**config.mk**
```make
export PLATFORM = sky130hd
export DESIGN_NAME = song_recorder
export DESIGN_NICKNAME = d
export VERILOG_FILES = /design/src/rtl/song_recorder.sv
export SDC_FILE = /design/constraint.sdc
export NUM_CORES = 1
export LEC_CHECK = 0
export CORE_ASPECT_RATIO = 0.7
export CORE_UTILIZATION = 35
export DETAILED_ROUTE_END_ITERATION = 6
export PLACE_DENSITY_LB_ADDON = 0.08
export SLEW_MARGIN = 20
export SYNTH_ARGS = -nofsm -noshare
export SYNTH_HDL_FRONTEND = slang
export SYNTH_SLANG_ARGS = --single-unit
```
**constraint.sdc**
```tcl
create_clock -name clk -period 4.6 [get_ports clk]
set_input_delay 0.69 -clock clk [delete_from_list [all_inputs] [get_ports clk]]
set_output_delay 0.69 -clock clk [all_outputs]
set_load 0.03 [all_outputs]
```
**src/rtl/song_recorder.sv**
```systemverilog
// Record-mode track capture: turns single key presses into {octave, note, length}
// entries in a small track memory, with a registered read port for replay.
module song_recorder #(
    parameter int DEPTH           = 32,
    parameter int CNT_BITS        = 6,
    parameter int NOTE_KEY_BITS   = 7,
    parameter int LENGTH_KEY_BITS = 4
) (
    input  logic                       clk,
    input  logic                       rst_n,
    input  logic                       en,
    input  logic                       clear,
    input  logic                       undo,
    input  logic                       oct_up,
    input  logic                       oct_down,
    input  logic                       rest_key,
    input  logic [NOTE_KEY_BITS-1:0]   note_key,
    input  logic [LENGTH_KEY_BITS-1:0] length_key,
    input  logic [CNT_BITS-1:0]        rd_addr,
    output logic [8:0]                 rd_data,
    output logic [CNT_BITS-1:0]        track,
    output logic [2:0]                 octave,
    output logic                       full,
    output logic                       wr_pulse,
    output logic                       err_pulse
);

    // state | meaning
    // IDLE  | record mode off
    // ARMED | all keys released, next press is recorded
    // HELD  | press consumed, waiting for every key to be released
    typedef enum logic [1:0] {IDLE, ARMED, HELD} state_t;

    localparam int AW = $clog2(DEPTH);

    state_t                state_q, state_d;
    logic [CNT_BITS-1:0]   track_q, track_d;
    logic [2:0]            octave_q, octave_d;
    logic                  wr_pulse_q, wr_pulse_d;
    logic                  err_pulse_q, err_pulse_d;
    logic [8:0]            rd_data_q;
    logic [8:0]            mem_q [DEPTH];

    logic                  released;
    logic                  note_ok;
    logic                  len_ok;
    logic                  press_ok;
    logic                  wr_en;
    logic [2:0]            note_idx;
    logic [2:0]            len_idx;
    logic [8:0]            entry;

    assign full     = (track_q == CNT_BITS'(DEPTH));
    assign released = (note_key == '0) && !rest_key;

    always_comb begin
        note_idx = 3'd0;
        for (int i = 0; i < NOTE_KEY_BITS; i++) begin
            if (note_key[i]) note_idx = 3'(i + 1);
        end
        len_idx = 3'd2;
        for (int i = 0; i < LENGTH_KEY_BITS; i++) begin
            if (length_key[i]) len_idx = 3'(i + 1);
        end
        note_ok  = rest_key ? (note_key == '0) : $onehot(note_key);
        len_ok   = (length_key == '0) || $onehot(length_key);
        press_ok = note_ok && len_ok && !full;
        entry    = {octave_q, (rest_key ? 3'd0 : note_idx), len_idx};
    end

    always_comb begin
        state_d     = state_q;
        track_d     = track_q;
        octave_d    = octave_q;
        wr_pulse_d  = 1'b0;
        err_pulse_d = 1'b0;
        wr_en       = 1'b0;
        if (clear) begin
            track_d  = '0;
            octave_d = 3'd4;
            state_d  = en ? ARMED : IDLE;
        end else if (!en) begin
            state_d = IDLE;
        end else begin
            if (oct_up && !oct_down && octave_q != 3'd7) begin
                octave_d = octave_q + 3'd1;
            end else if (oct_down && !oct_up && octave_q != 3'd1) begin
                octave_d = octave_q - 3'd1;
            end
            if (undo && track_q != '0) track_d = track_q - CNT_BITS'(1);
            case (state_q)
                IDLE:  state_d = released ? ARMED : HELD;
                ARMED: begin
                    if (!released) begin
                        state_d = HELD;
                        // undo swallows a coincident press without recording or flagging it
                        if (!undo) begin
                            if (press_ok) begin
                                wr_en      = 1'b1;
                                wr_pulse_d = 1'b1;
                                track_d    = track_q + CNT_BITS'(1);
                            end else begin
                                err_pulse_d = 1'b1;
                            end
                        end
                    end
                end
                HELD:    if (released) state_d = ARMED;
                default: state_d = IDLE;
            endcase
        end
    end

    always_ff @(posedge clk) begin
        if (!rst_n) begin
            state_q     <= IDLE;
            track_q     <= '0;
            octave_q    <= 3'd4;
            wr_pulse_q  <= 1'b0;
            err_pulse_q <= 1'b0;
            rd_data_q   <= '0;
        end else begin
            state_q     <= state_d;
            track_q     <= track_d;
            octave_q    <= octave_d;
            wr_pulse_q  <= wr_pulse_d;
            err_pulse_q <= err_pulse_d;
            rd_data_q   <= (rd_addr < track_q) ? mem_q[rd_addr[AW-1:0]] : '0;
        end
    end

    // Track memory is deliberately not reset; validity is tracked by track_q.
    always_ff @(posedge clk) begin
        if (rst_n && wr_en) mem_q[track_q[AW-1:0]] <= entry;
    end

    assign rd_data   = rd_data_q;
    assign track     = track_q;
    assign octave    = octave_q;
    assign wr_pulse  = wr_pulse_q;
    assign err_pulse = err_pulse_q;

endmodule

```
==> results of run 1 <==
## worst min-delay path: stages (launching register included)
cell	delay (ps)
dfxtp_1	330
nand2_1	70
nand2_1	70
nor2_1	40
## registers in the layout, indices dropped and copies added (netlist names)
name	count
wr_pulse	1
rd_data	9
octave	3
mem_q	288
err_pulse	1
state_q	2
track	6
## logic make-up (layout without fill, tap and decap cells)
group / after synthesis / in the layout / share of synthesized area
flip-flops: 310 / 310 / 0.707
AND/OR/NAND/NOR: 131 / 131 / 0.0541
multiplexers: 94 / 94 / 0.144
AO/OA/AOI/OAI: 79 / 79 / 0.0428
buffers and inverters: 62 / 191 / 0.0235
adder cells (fa/ha/maj): 25 / 25 / 0.0272
XOR/XNOR: 3 / 3 / 0.00204
## synthesized netlist by cell type (all sizes together), types with 2 or more instances
cell and instances:
and3 4, clkbuf 16, a211oi 19, o22ai 4, and2 6, nand2 12
ha 20, mux2i 19, or2 2, fa 5, mux2 3, buf 20
mux4 72, nor2 47, nand2b 5, a21o 3, a31oi 3, nand3b 3
o21ai 6, a21oi 26, nand3 15, a22o 9, nor3b 5, nor2b 20
xnor2 3, dfxtp 22, a31o 2, edfxtp 288, or3 2, nor3 3
or4 2, clkinv 2, inv 24
## power groups by stage
stage / Clock, W / Combinational [W] / Sequential [W]
floorplan: 0 / 0.000199 / 0.00316
global placement: 0 / 0.000350 / 0.00315
detailed placement: 0 / 0.000357 / 0.00315
CTS: 0.00256 / 0.000357 / 0.00309
global route: 0.00268 / 0.000383 / 0.00308
finish: 0.00250 / 0.000352 / 0.00309
## layer usage
metal / global-route usage / up-vias / share of wire
met1: 0.262 / 3564 / 0.49
li1: - / 3014 / -
met2: 0.266 / 139 / 0.45
met3: 0.0301 / 28 / 0.043
met5: 0 / - / 0
met4: 0.0313 / 0 / 0.013
## cell type report
class,instances,area [um^2]
Fill cell,3171,20600
Sequential cell,310,9090
Multi-Input combinational cell,332,3580
Timing Repair Buffer,111,1070
Clock buffer,46,957
Tap cell,480,601
Inverter,26,97.6
Clock inverter,8,61.3
## per-stage QoR
stage          total power (W)  utilization  hold slack (ps)  instances
6_report               0.00594        0.428              545       1313
5_1_grt                0.00615        0.428              592       1313
4_1_cts                0.00601        0.423              541       1307
3_5_place_dp           0.00350        0.394              529       1253
3_3_place_gp           0.00350        0.394              515       1253
2_1_floorplan          0.00336            -              490        704
## cells in the final DEF, fill, tap and decap left out, types with 3 or more instances in the layout
cell type / instances
inv_1: 24
ha_1: 20
a21oi_1: 22
clkdlybuf4s50_1: 41
o22ai_1: 4
nand3_1: 14
mux4_2: 72
nor2b_1: 20
clkbuf_16: 35
nor2_2: 4
buf_12: 5
nand3b_1: 3
and3_1: 4
a21oi_2: 3
a22o_1: 9
nor2_1: 32
clkbuf_1: 7
mux2i_1: 19
and2_1: 6
a21o_1: 3
edfxtp_1: 288
o21ai_0: 5
clkinv_2: 4
nand2_1: 12
nor2_4: 11
xnor2_1: 3
buf_4: 44
nor3b_1: 5
nand2b_1: 5
dfxtp_1: 22
buf_6: 18
clkinv_1: 5
clkbuf_8: 4
fa_1: 5
a211oi_1: 18
## worst paths after layout
kind	start	to	slack (ps)	cells after the start
worst max-delay path	note_key[1]	mem_q[20][6]	140	15
worst min-delay path	state_q[1]	state_q[1]	540	3
worst max register to register	track[0]	mem_q[20][6]	1920	10
worst min register to register	state_q[1]	state_q[1]	540	3
## timing repair
action	CTS	global route
buffers inserted	0	2
resized for setup	0	47
setup endpoints to repair	0	288
==> flow_metrics.env, run 1 <==
export IMPL_drive_gt1_frac=0.258
export IMPL_slew_headroom=0.402
export IMPL_yosysWarnings=0
export IMPL_die_x_um=231
export IMPL_initial_core_util=0.357
export IMPL_port_buffers=45
export IMPL_cp_top_family="adder cells"
export IMPL_crit_arrival_ps=4740
export IMPL_cap_violations=0
export IMPL_clk_path_buf_depth=3
export IMPL_drc=0
export IMPL_synth_edff_count=288
export IMPL_ctsHoldBuffers=0
export IMPL_p_sw_frac=0.208
export IMPL_p_per_area_nw_per_um2=385
export IMPL_grt_pass1_wl_um=47200
export IMPL_htree_levels=1
export IMPL_wl_per_cell_um=24.3
export IMPL_rows=58
export IMPL_clock_latency_ps=560
export IMPL_vias_per_cell=5.14
export IMPL_rsz0062_at_grt="false"
export IMPL_cpMostUsedCell="fa_1"
export IMPL_grt_pass1_vias=7027
export IMPL_place_detailed_hpwl_um=20500
export IMPL_syn_nets=754
export IMPL_intPower_w=0.00470
export IMPL_fin_area_um2=15400
export IMPL_outcome="finished clean"
export IMPL_combinationalPowerShare=0.059
export IMPL_cts_made_buffers=30
export IMPL_synth_ff_type="edfxtp_1"
export IMPL_place_ws_ps=-534
export IMPL_worst_path_max_fanout=7
export IMPL_ioPinCount=46
export IMPL_maxSlewViolCount=0
export IMPL_cellLeakagePower_nw=5.10
export IMPL_first_iter_violations=503
export IMPL_hold_viol_final=0
export IMPL_critPathSlowestCell="fa_1"
export IMPL_cts_sinks=310
export IMPL_ys_types=55
export IMPL_dieArea_um2=37500
export IMPL_startpoint_type="input port"
export IMPL_antenna_found_initial=0
export IMPL_async_flop_share=0
export IMPL_synth_area_leaders="edfxtp_1 67%, mux4_2 13%, dfxtp_1 3.4%, ha_1 1.9%, mux2i_1 1.5%"
export IMPL_grt_max_degree=38
export IMPL_gp_congestion=0.780
export IMPL_crit_chain="clkdlybuf4s50_1 > inv_1 > fa_1 > fa_1 > fa_1 > inv_1 > fa_1 > or4_4 > a31o_1 > a21oi_4 > buf_4 > nand3_4 > buf_12 > nor2_4 > buf_6"
export IMPL_fmax_ghz=0.224
export IMPL_setup_tns_ps=0
export IMPL_coreArea_um2=36100
export IMPL_overflow=0
export IMPL_area_delta_synth_final_pct=20.1
export IMPL_hold_class="reg -> reg"
export IMPL_p_seq_frac=0.519
export IMPL_postSynthAreaPerCell_um2=18.3
export IMPL_cts_tree="done"
export IMPL_tightestPinTransition_ps=895
export IMPL_fin_crit_ps=4460
export IMPL_dr_pass1_iters=4
export IMPL_clk_pin_slew_ps=60
export IMPL_max_stage_delay_ps=540
export IMPL_finalSetupViolations=0
export IMPL_grt_use_total=0.174
export IMPL_yosys_area_top_type="edfxtp_1"
export IMPL_chipHeight_um=162
export IMPL_place_area_um2=14200
export IMPL_diodes=0
export IMPL_vias=6745
export IMPL_path_class="in -> reg"
export IMPL_ys_seq_area_frac=0.707
export IMPL_synth_area_um2=12900
export IMPL_peakVddDrop_mv=0.247
export IMPL_drt_wl_total_um=31900
export IMPL_nNetsFinal=861
export IMPL_required_ps=4880
export IMPL_crit_buf_inv=6
export IMPL_p_sw_w=0.00124
export IMPL_synth_seq_cells=310
export IMPL_finalClockSkew_ps=12.5
export IMPL_worst_slack_ps=135
export IMPL_period_share=0.971
export IMPL_synth_top_area_frac=0.672
export IMPL_clkPwrFrac=0.422
export IMPL_cts_root_buf="clkbuf_16"
export IMPL_syn_inst=704
export IMPL_antenna_left=0
export IMPL_endpoint_kind="flop"
No activity file was read; power rests on OpenSTA's default activity.
==> inputs of run 2 (changes only) <==
- clock period: 4.6 -> 5.5 ns (I/O delays scaled with it)
==> run 2 against run 1 <==
Compared with the run above: first-iteration DRC count fell by 7.0%; largest power group unchanged; clock-buffer cell count shrank 11; routed wire length increased by 0.10%; global-route usage increased by 0.18 points; clock power down 15%; critical path type unchanged; critical path depth down 1; via count about the same; sequential cell count unchanged.
==> flow_metrics.env, run 2 (synthesis results as in run 1) <==
export IMPL_cts_made_buffers=30
export IMPL_tightestPinTransition_ps=975
export IMPL_ctsHoldBuffers=0
export IMPL_grt_pass1_wl_um=47200
export IMPL_drive_gt1_frac=0.224
export IMPL_fin_area_um2=15100
export IMPL_fin_crit_ps=4800
export IMPL_fmax_ghz=0.208
export IMPL_htree_levels=1
export IMPL_cap_violations=0
export IMPL_holdWs_ps=542
export IMPL_outcome="finished clean"
export IMPL_cellLeakagePower_nw=4.96
export IMPL_grt_max_degree=49
export IMPL_cts_resized=0
export IMPL_cts_tree="done"
export IMPL_nNetsFinal=844
export IMPL_endpoint_kind="flop"
export IMPL_drt_wl_total_um=31900
export IMPL_crit_arrival_ps=5060
export IMPL_cts_setup_buffers=0
export IMPL_place_detailed_hpwl_um=20500
export IMPL_place_ws_ps=134
export IMPL_cts_sinks=310
export IMPL_p_per_area_nw_per_um2=330
export IMPL_clk_pin_slew_ps=70
export IMPL_startpoint_type="input port"
export IMPL_worst_slack_ps=699
export IMPL_ioPinCount=46
export IMPL_largest_reg_flops=288
export IMPL_gp_congestion=0.829
export IMPL_cpMostUsedCell="fa_1"
export IMPL_port_buffers=45
export IMPL_slew_headroom=0.349
export IMPL_wl_per_cell_um=24.6
export IMPL_final_common_cell="edfxtp_1"
export IMPL_initial_core_util=0.357
export IMPL_antenna_left=0
export IMPL_worst_path_max_fanout=11
export IMPL_rows=58
export IMPL_period_share=0.873
export IMPL_vias_per_cell=5.20
export IMPL_grt_use_total=0.176
export IMPL_peakVddDrop_mv=0.230
export IMPL_rsz0062_at_grt="false"
export IMPL_setup_tns_ps=0
export IMPL_first_iter_violations=468
export IMPL_clk_path_buf_depth=3
export IMPL_drc=0
export IMPL_finalSetupViolations=0
export IMPL_finalClockSkew_ps=11.7
export IMPL_hold_class="reg -> reg"
export IMPL_crit_chain="clkdlybuf4s50_1 > inv_1 > fa_1 > fa_1 > fa_1 > inv_1 > fa_1 > or4_1 > a31o_1 > a21oi_4 > nand3_1 > buf_4 > nor2_1 > buf_4"
export IMPL_cts_root_buf="clkbuf_16"
export IMPL_maxSlewViolCount=0
export IMPL_vias=6743
export IMPL_path_class="in -> reg"
export IMPL_die_x_um=231
export IMPL_critPathSlowestCell="fa_1"
export IMPL_antenna_found_initial=0
export IMPL_dieArea_um2=37500
export IMPL_required_ps=5760
export IMPL_diodes=0
export IMPL_max_stage_delay_ps=560
export IMPL_clock_latency_ps=560
export IMPL_chipHeight_um=162
export IMPL_hold_viol_final=0
export IMPL_most_common_layout_cells="288 x edfxtp_1, 72 x mux4_2, 49 x buf_4"
export IMPL_area_delta_synth_final_pct=17.7
export IMPL_overflow=0
export IMPL_grt_pass1_vias=6859
export IMPL_dr_pass1_iters=5
export IMPL_place_area_um2=14100
export IMPL_coreArea_um2=36100
run 2: layout make-up:
cell class / count / area [um^2]
clock inverter: 20 / 224
inverter: 26 / 97.6
sequential: 310 / 9090
fill: 3154 / 20900
clock buffer: 35 / 791
multi-input combinational: 332 / 3510
timing repair buffer: 94 / 826
tap: 480 / 601
run 2: final timing paths:
kind / start / end / slack (ps) / cells past startpoint
worst max-delay path: note_key[0] / mem_q[15][8] / 700 / 14
worst min register to register: state_q[0] / state_q[1] / 540 / 3
worst min-delay path: state_q[0] / state_q[1] / 540 / 3
worst max register to register: track[0] / mem_q[15][8] / 2770 / 9
run 2: per-layer routing:
metal | vias to the layer above | part of all wire | track usage
met5 | - | 0 | 0
met4 | 0 | 0.016 | 0.0358
met3 | 39 | 0.058 | 0.0382
met2 | 181 | 0.43 | 0.253
met1 | 3537 | 0.49 | 0.271
li1 | 2986 | - | -
run 2: stage by stage:
step           instances  power [W]  utilization
5_1_grt             1297    0.00515        0.420
4_1_cts             1296    0.00505        0.419
3_5_place_dp        1241    0.00293        0.391
3_3_place_gp        1241    0.00293        0.391
6_report            1297    0.00499        0.420
2_1_floorplan        704    0.00281            -
run 2: where the power goes:
group | internal [W] | switching, W
Clock | 0.00126 | 0.000861
Sequential | 0.00258 | 0.00000355
Combinational | 0.000114 | 0.000179
Total | 0.00395 | 0.00104
run 2: worst max-delay path, delay by kind of cell:
kind                       cells  cell delay [ps]
buffers and inverters          5             1080
and+or+nand+nor                3              810
AOI/OAI and AO/OA              2              570
adders and majority gates      4             1760
==> inputs of run 3 (changes only) <==
- CAP_MARGIN: unset -> 20
- CORE_UTILIZATION: 35 -> 61
==> run 3 against run 2 <==
Compared with the run above: clock power down 15%; via count increased by 1.4%; largest cell class unchanged; power is 6.7% lower.
==> flow_metrics.env, run 3 (synthesis results as in run 1) <==
export IMPL_outcome="finished clean"
export IMPL_tightestPinTransition_ps=1050
export IMPL_rsz0062_at_grt="false"
export IMPL_coreArea_um2=20700
export IMPL_crit_arrival_ps=5100
export IMPL_drt_wl_total_um=27600
export IMPL_p_sw_w=0.000985
export IMPL_port_buffers=45
export IMPL_htree_levels=1
export IMPL_maxSlewViolCount=0
export IMPL_r2r_setup_slack_ps=2680
export IMPL_combinationalPowerShare=0.060
export IMPL_drc=0
export IMPL_hold_viol_final=0
export IMPL_finalSetupViolations=0
export IMPL_initial_core_util=0.621
export IMPL_dr_pass1_iters=7
export IMPL_p_seq_frac=0.555
export IMPL_vias=6840
export IMPL_peakVddDrop_mv=0.307
export IMPL_place_detailed_hpwl_um=17700
export IMPL_largest_reg_flops=288
export IMPL_cts_setup_buffers=0
export IMPL_dieArea_um2=21700
export IMPL_startpoint_type="input port"
export IMPL_place_ws_ps=79.8
export IMPL_cts_sinks=310
export IMPL_startpoint="note_key[0]"
export IMPL_grt_pass1_wl_um=41900
export IMPL_required_ps=5740
export IMPL_cts_made_buffers=28
export IMPL_fmax_ghz=0.206
export IMPL_drive_gt1_frac=0.218
export IMPL_ff2ff_path_depth=9
export IMPL_die_x_um=176
export IMPL_holdWs_ps=539
export IMPL_critPathSlowestCell="fa_1"
export IMPL_setup_tns_ps=0
export IMPL_cts_resized=0
export IMPL_max_stage_delay_ps=560
export IMPL_most_common_layout_cells="288 x edfxtp_1, 72 x mux4_2, 46 x buf_4"
export IMPL_diodes=0
export IMPL_rows=44
export IMPL_cts_tree="done"
export IMPL_slew_headroom=0.301
export IMPL_vias_per_cell=6.31
export IMPL_grt_max_degree=41
export IMPL_cpMostUsedCell="fa_1"
export IMPL_crit_chain="clkdlybuf4s50_1 > inv_1 > fa_1 > fa_1 > fa_1 > inv_1 > fa_1 > or4_1 > a31o_1 > a21oi_4 > nand3_1 > buf_4 > nor2_1 > buf_4"
export IMPL_cap_violations=0
export IMPL_worst_slack_ps=643
export IMPL_met2_usage=0.403
export IMPL_cts_root_buf="clkbuf_16"
export IMPL_first_iter_violations=912
export IMPL_gp_congestion=0.843
export IMPL_period_share=0.883
export IMPL_clock_latency_ps=550
export IMPL_wl_per_cell_um=25.5
export IMPL_ioPinCount=46
export IMPL_clk_path_buf_depth=3
export IMPL_worst_path_max_fanout=11
export IMPL_final_common_cell="edfxtp_1"
export IMPL_path_class="in -> reg"
export IMPL_r2r_start="track[0]"
export IMPL_finalClockSkew_ps=24.3
export IMPL_use_met1=0.411
export IMPL_chipHeight_um=123
export IMPL_grt_pass1_vias=6869
export IMPL_r2r_end="mem_q[2][2]"
export IMPL_p_per_area_nw_per_um2=318
export IMPL_hold_class="reg -> reg"
export IMPL_fin_crit_ps=4860
export IMPL_area_delta_synth_final_pct=13.9
export IMPL_gr_usage_met3=0.0572
export IMPL_antenna_found_initial=1
export IMPL_overflow=0
export IMPL_endpoint_kind="flop"
export IMPL_intPower_w=0.00367
export IMPL_ctsHoldBuffers=0
export IMPL_p_sw_frac=0.212
export IMPL_clkPwrFrac=0.386
export IMPL_nNetsFinal=838
export IMPL_antenna_left=0
export IMPL_clk_pin_slew_ps=60
export IMPL_grt_busiest_layer="met1"
export IMPL_cellLeakagePower_nw=4.85
export IMPL_crit_path_end="mem_q[2][2]"
export IMPL_utilization=0.708
export IMPL_grt_use_total=0.268
-- run 3: metal layers --
metal,part of all wire,vias up
met5,0.00047,-
met1,0.44,3520
met3,0.086,43
met4,0.018,2
li1,-,2967
met2,0.45,308
-- run 3: power by group through the flow --
| stage | logic (W) | registers, W | clock network (W) |
|---|---|---|---|
| 2_1_floorplan | 0.000166 | 0.00264 | 0 |
| 3_3_place_gp | 0.000270 | 0.00263 | 0 |
| 3_5_place_dp | 0.000278 | 0.00264 | 0 |
| 4_1_cts | 0.000279 | 0.00258 | 0.00182 |
| 5_1_grt | 0.000298 | 0.00258 | 0.00190 |
| 6_report | 0.000277 | 0.00258 | 0.00180 |
-- run 3: per-stage QoR --
step | instances | cell area [um^2] | power, W
floorplan | 704 | 12900 | 0.00281
global placement | 1034 | 13800 | 0.00290
detailed placement | 1034 | 13800 | 0.00291
CTS | 1084 | 14600 | 0.00468
global route | 1084 | 14600 | 0.00478
finish | 1084 | 14600 | 0.00466
-- run 3: final cells by class --
type / instances / area [um^2]
Clock inverter: 17 / 121
Multi-Input combinational cell: 332 / 3500
Fill cell: 1313 / 6050
Inverter: 26 / 97.6
Clock buffer: 33 / 719
Sequential cell: 310 / 9090
Tap cell: 276 / 345
Timing Repair Buffer: 90 / 776
-- run 3: worst min-delay path by stage --
stage / from / end / slack, ps / depth (start not counted)
after floorplan: state_q[0] / state_q[1] / 490 / 3
after global placement: state_q[0] / state_q[1] / 500 / 3
after detailed placement: state_q[0] / state_q[1] / 520 / 3
after CTS: state_q[0] / state_q[1] / 530 / 3
after global routing: state_q[1] / state_q[0] / 590 / 3
final: state_q[1] / state_q[1] / 540 / 3
-- run 3: worst max-delay path, delay by kind of cell --
kind	cells	cell delay [ps]
buf+inv	5	1060
compound gates	2	560
fa+ha+maj	4	1750
simple gates	3	890
==> patch (config.mk and constraints of run 1) <==
The 3 states of `state_t` get a one-hot encoding in 3 bits.
--- a/src/rtl/song_recorder.sv
+++ b/src/rtl/song_recorder.sv
@@ -29,7 +29,7 @@
     // IDLE  | record mode off
     // ARMED | all keys released, next press is recorded
     // HELD  | press consumed, waiting for every key to be released
-    typedef enum logic [1:0] {IDLE, ARMED, HELD} state_t;
+    typedef enum logic [2:0] {IDLE = 3'b001, ARMED = 3'b010, HELD = 3'b100} state_t;
 
     localparam int AW = $clog2(DEPTH);
 
Behaviour: same outputs for any inputs over 4 cycles, from zero or initial values and one cycle with rst_n low; so few cycles prove little.
==> patch against run 1 <==
Core utilization is 0.32 points lower. Worst setup slack better by 0.032 ns. Area after synthesis rose by 0.53%. Synthesized cell count is 0.85% higher. Wire length up 2.2%. Critical path depth did not move. Maximum frequency increased by 0.71%. Clock skew is 0.0038 ns lower. Design area shrank 0.56%. Sequential cell count is 1 higher. Power down 0.12%. Critical endpoint is now mem_q[1][8]$_DFFE_PP_. Highest routed layer unchanged.
==> patch: results (changes against run 1) <==
metric,value,unit,change
numCtsBuffers,31,,+3.3%
io_buffers,45,,unchanged
flip_flop_count_of_the_largest_register_all_copies_and_words_added,288,,unchanged
global_route_wire_length_before_repair,48.67,mm,+3.1%
delay_heaviest_family_cp,adder cells,,
outcome,finished clean,,
preCtsSetupSlack,-0.5612,ns,-0.02718 ns
finalWirelength,32.57,mm,+2.2%
power.leakage,5.046,nW,-1.0%
timing.hold.worst.class,reg2reg,,
root_buffer,sky130_fd_sc_hd__clkbuf_16,,
synthesis.nets,760,,+0.80%
slew_headroom,39.89,%,-0.29 points
timing.critical_path.fanout_max,9,,+2
ir_worst_vdd,0.0002655,V,+7.4%
detailed_place_hpwl,21.17,mm,+3.1%
critPathArrivalTime,4.71,ns,-0.03 ns
synth-async-reset-ratio,0,%,unchanged
first_iter_violations,500,,-0.60%
compound_cell_area_share_of_the_yosys_netlist,4.693,%,+0.41 points
htree_levels,1,,unchanged
gp_routability_congestion,0.7846,,+0.63%
yosys_warnings,0,,unchanged
clock-skew-final,0.008741,ns,-0.003767 ns
clock_latency,0.56,ns,about the same
fillerInstances,3183,,+0.38%
post_synth_fa_ha_maj_area_fraction,2.709,%,-0.014 points
number_of_antenna_violations_at_the_first_check_in_global_routing,0,,unchanged
synth_top_cells_by_area,"sky130_fd_sc_hd__edfxtp_1 67%, sky130_fd_sc_hd__mux4_2 13%, sky130_fd_sc_hd__dfxtp_1 3.6%",,
post_synth_mux_area_share,14.33,%,-0.046 points
synth_xor_xnor_area_share,0.2032,%,-0.0011 points
layout_cells_sized_above_1,23.66,%,-2.2 points
grt_pass1_vias,7047,,+0.28%
fin_nets,863,,+0.23%
number_of_synthesized_flops_with_an_enable_pin,288,,unchanged
post-cts-setup-buffers,0,,unchanged
slowest_delay,0.58,ns,+0.04 ns
gr-usage-all-layers,17.85,%,+0.47 points
synth_cell_type_count,56,,+1.8%
critPathSlowestCell,sky130_fd_sc_hd__fa_1,,
clkTransAtPathRegs,0.06,ns,about the same
vias_per_cell,5.234,,+1.9%
drt_first_pass_iters,5,,+1
pin_count_of_the_biggest_net_entering_global_routing,46,,+21%
yosysSeqAreaShare,70.44,%,-0.21 points
post_synth_most_frequent_cells,"288 x sky130_fd_sc_hd__edfxtp_1, 72 x sky130_fd_sc_hd__mux4_2, 40 x sky130_fd_sc_hd__nor2_1, 25 x sky130_fd_sc_hd__a21oi_1, 24 x sky130_fd_sc_hd__inv_1",,
final-hold-violation-count,0,,unchanged
clock_path_buffers,3,,unchanged
==> patch: cell families after synthesis <==
| kind of cell | Yosys count |
|---|---|
| flops | 311 |
| simple gates | 128 |
| mux | 95 |
| compound gates | 87 |
| buf+inv | 61 |
| fa+ha+maj | 25 |
| xor+xnor | 3 |
==> patch: layout make-up <==
type,instances,area [um2],share of cell area (%)
diodes,1,2.502,0.01629
clock buffers,41,823.3,5.359
clock inverters,16,160.2,1.042
inverters,25,93.84,0.6108
multi-input cells,338,3563,23.19
flip-flops and latches,311,9109,59.29
well taps,480,600.6,3.909
repair buffers,106,1011,6.580
==> patch: power by group <==
| group | internal (mW) | switching, mW | total (mW) |
|---|---|---|---|
| Sequential | 3.09 | 0.00707 | 3.10 |
| Combinational | 0.147 | 0.218 | 0.364 |
| Clock | 1.42 | 1.05 | 2.47 |
==> patch: worst paths after layout <==
| check | start | to | slack, ns | depth (start not counted) |
|---|---|---|---|---|
| hold reg to reg | octave[2]$_SDFFE_PP1P_ | octave[2]$_SDFFE_PP1P_ | 0.61 | 2 |
| setup / recovery | note_key[0] | mem_q[1][8]$_DFFE_PP_ | 0.17 | 15 |
| setup reg to reg | track[0]$_SDFFE_PP0P_ | mem_q[1][8]$_DFFE_PP_ | 1.75 | 10 |
| hold / removal | octave[2]$_SDFFE_PP1P_ | octave[2]$_SDFFE_PP1P_ | 0.61 | 2 |
==> patch: layer usage <==
layer,vias to the layer above,global-route usage (%),share of wire (%)
met2,137,26.30,45
met5,-,0,0
met1,3658,27.35,49
met4,0,3.888,1.6
li1,3062,-,-
met3,42,3.256,4.4
==> patch: tightest hold or removal path, stage by stage (launching register included) <==
cell,delay [ns]
sky130_fd_sc_hd__dfxtp_1,0.40
sky130_fd_sc_hd__o22ai_1,0.12
sky130_fd_sc_hd__nand2_1,0.06
==> patch: timing repair <==
item	in CTS	in global routing
endpoints found under the setup margin	0	288
hold buffers	0	0
resized for setup	0	5
endpoints found under the hold margin	0	0
==> patch: metrics by stage <==
| step | std cells | cell area (um2) |
|---|---|---|
| floorplan | 710 | 12930 |
| global placement | 1260 | 14350 |
| detailed placement | 1260 | 14350 |
| CTS | 1317 | 15330 |
| global route | 1317 | 15360 |
| finish | 1318 | 15360 |
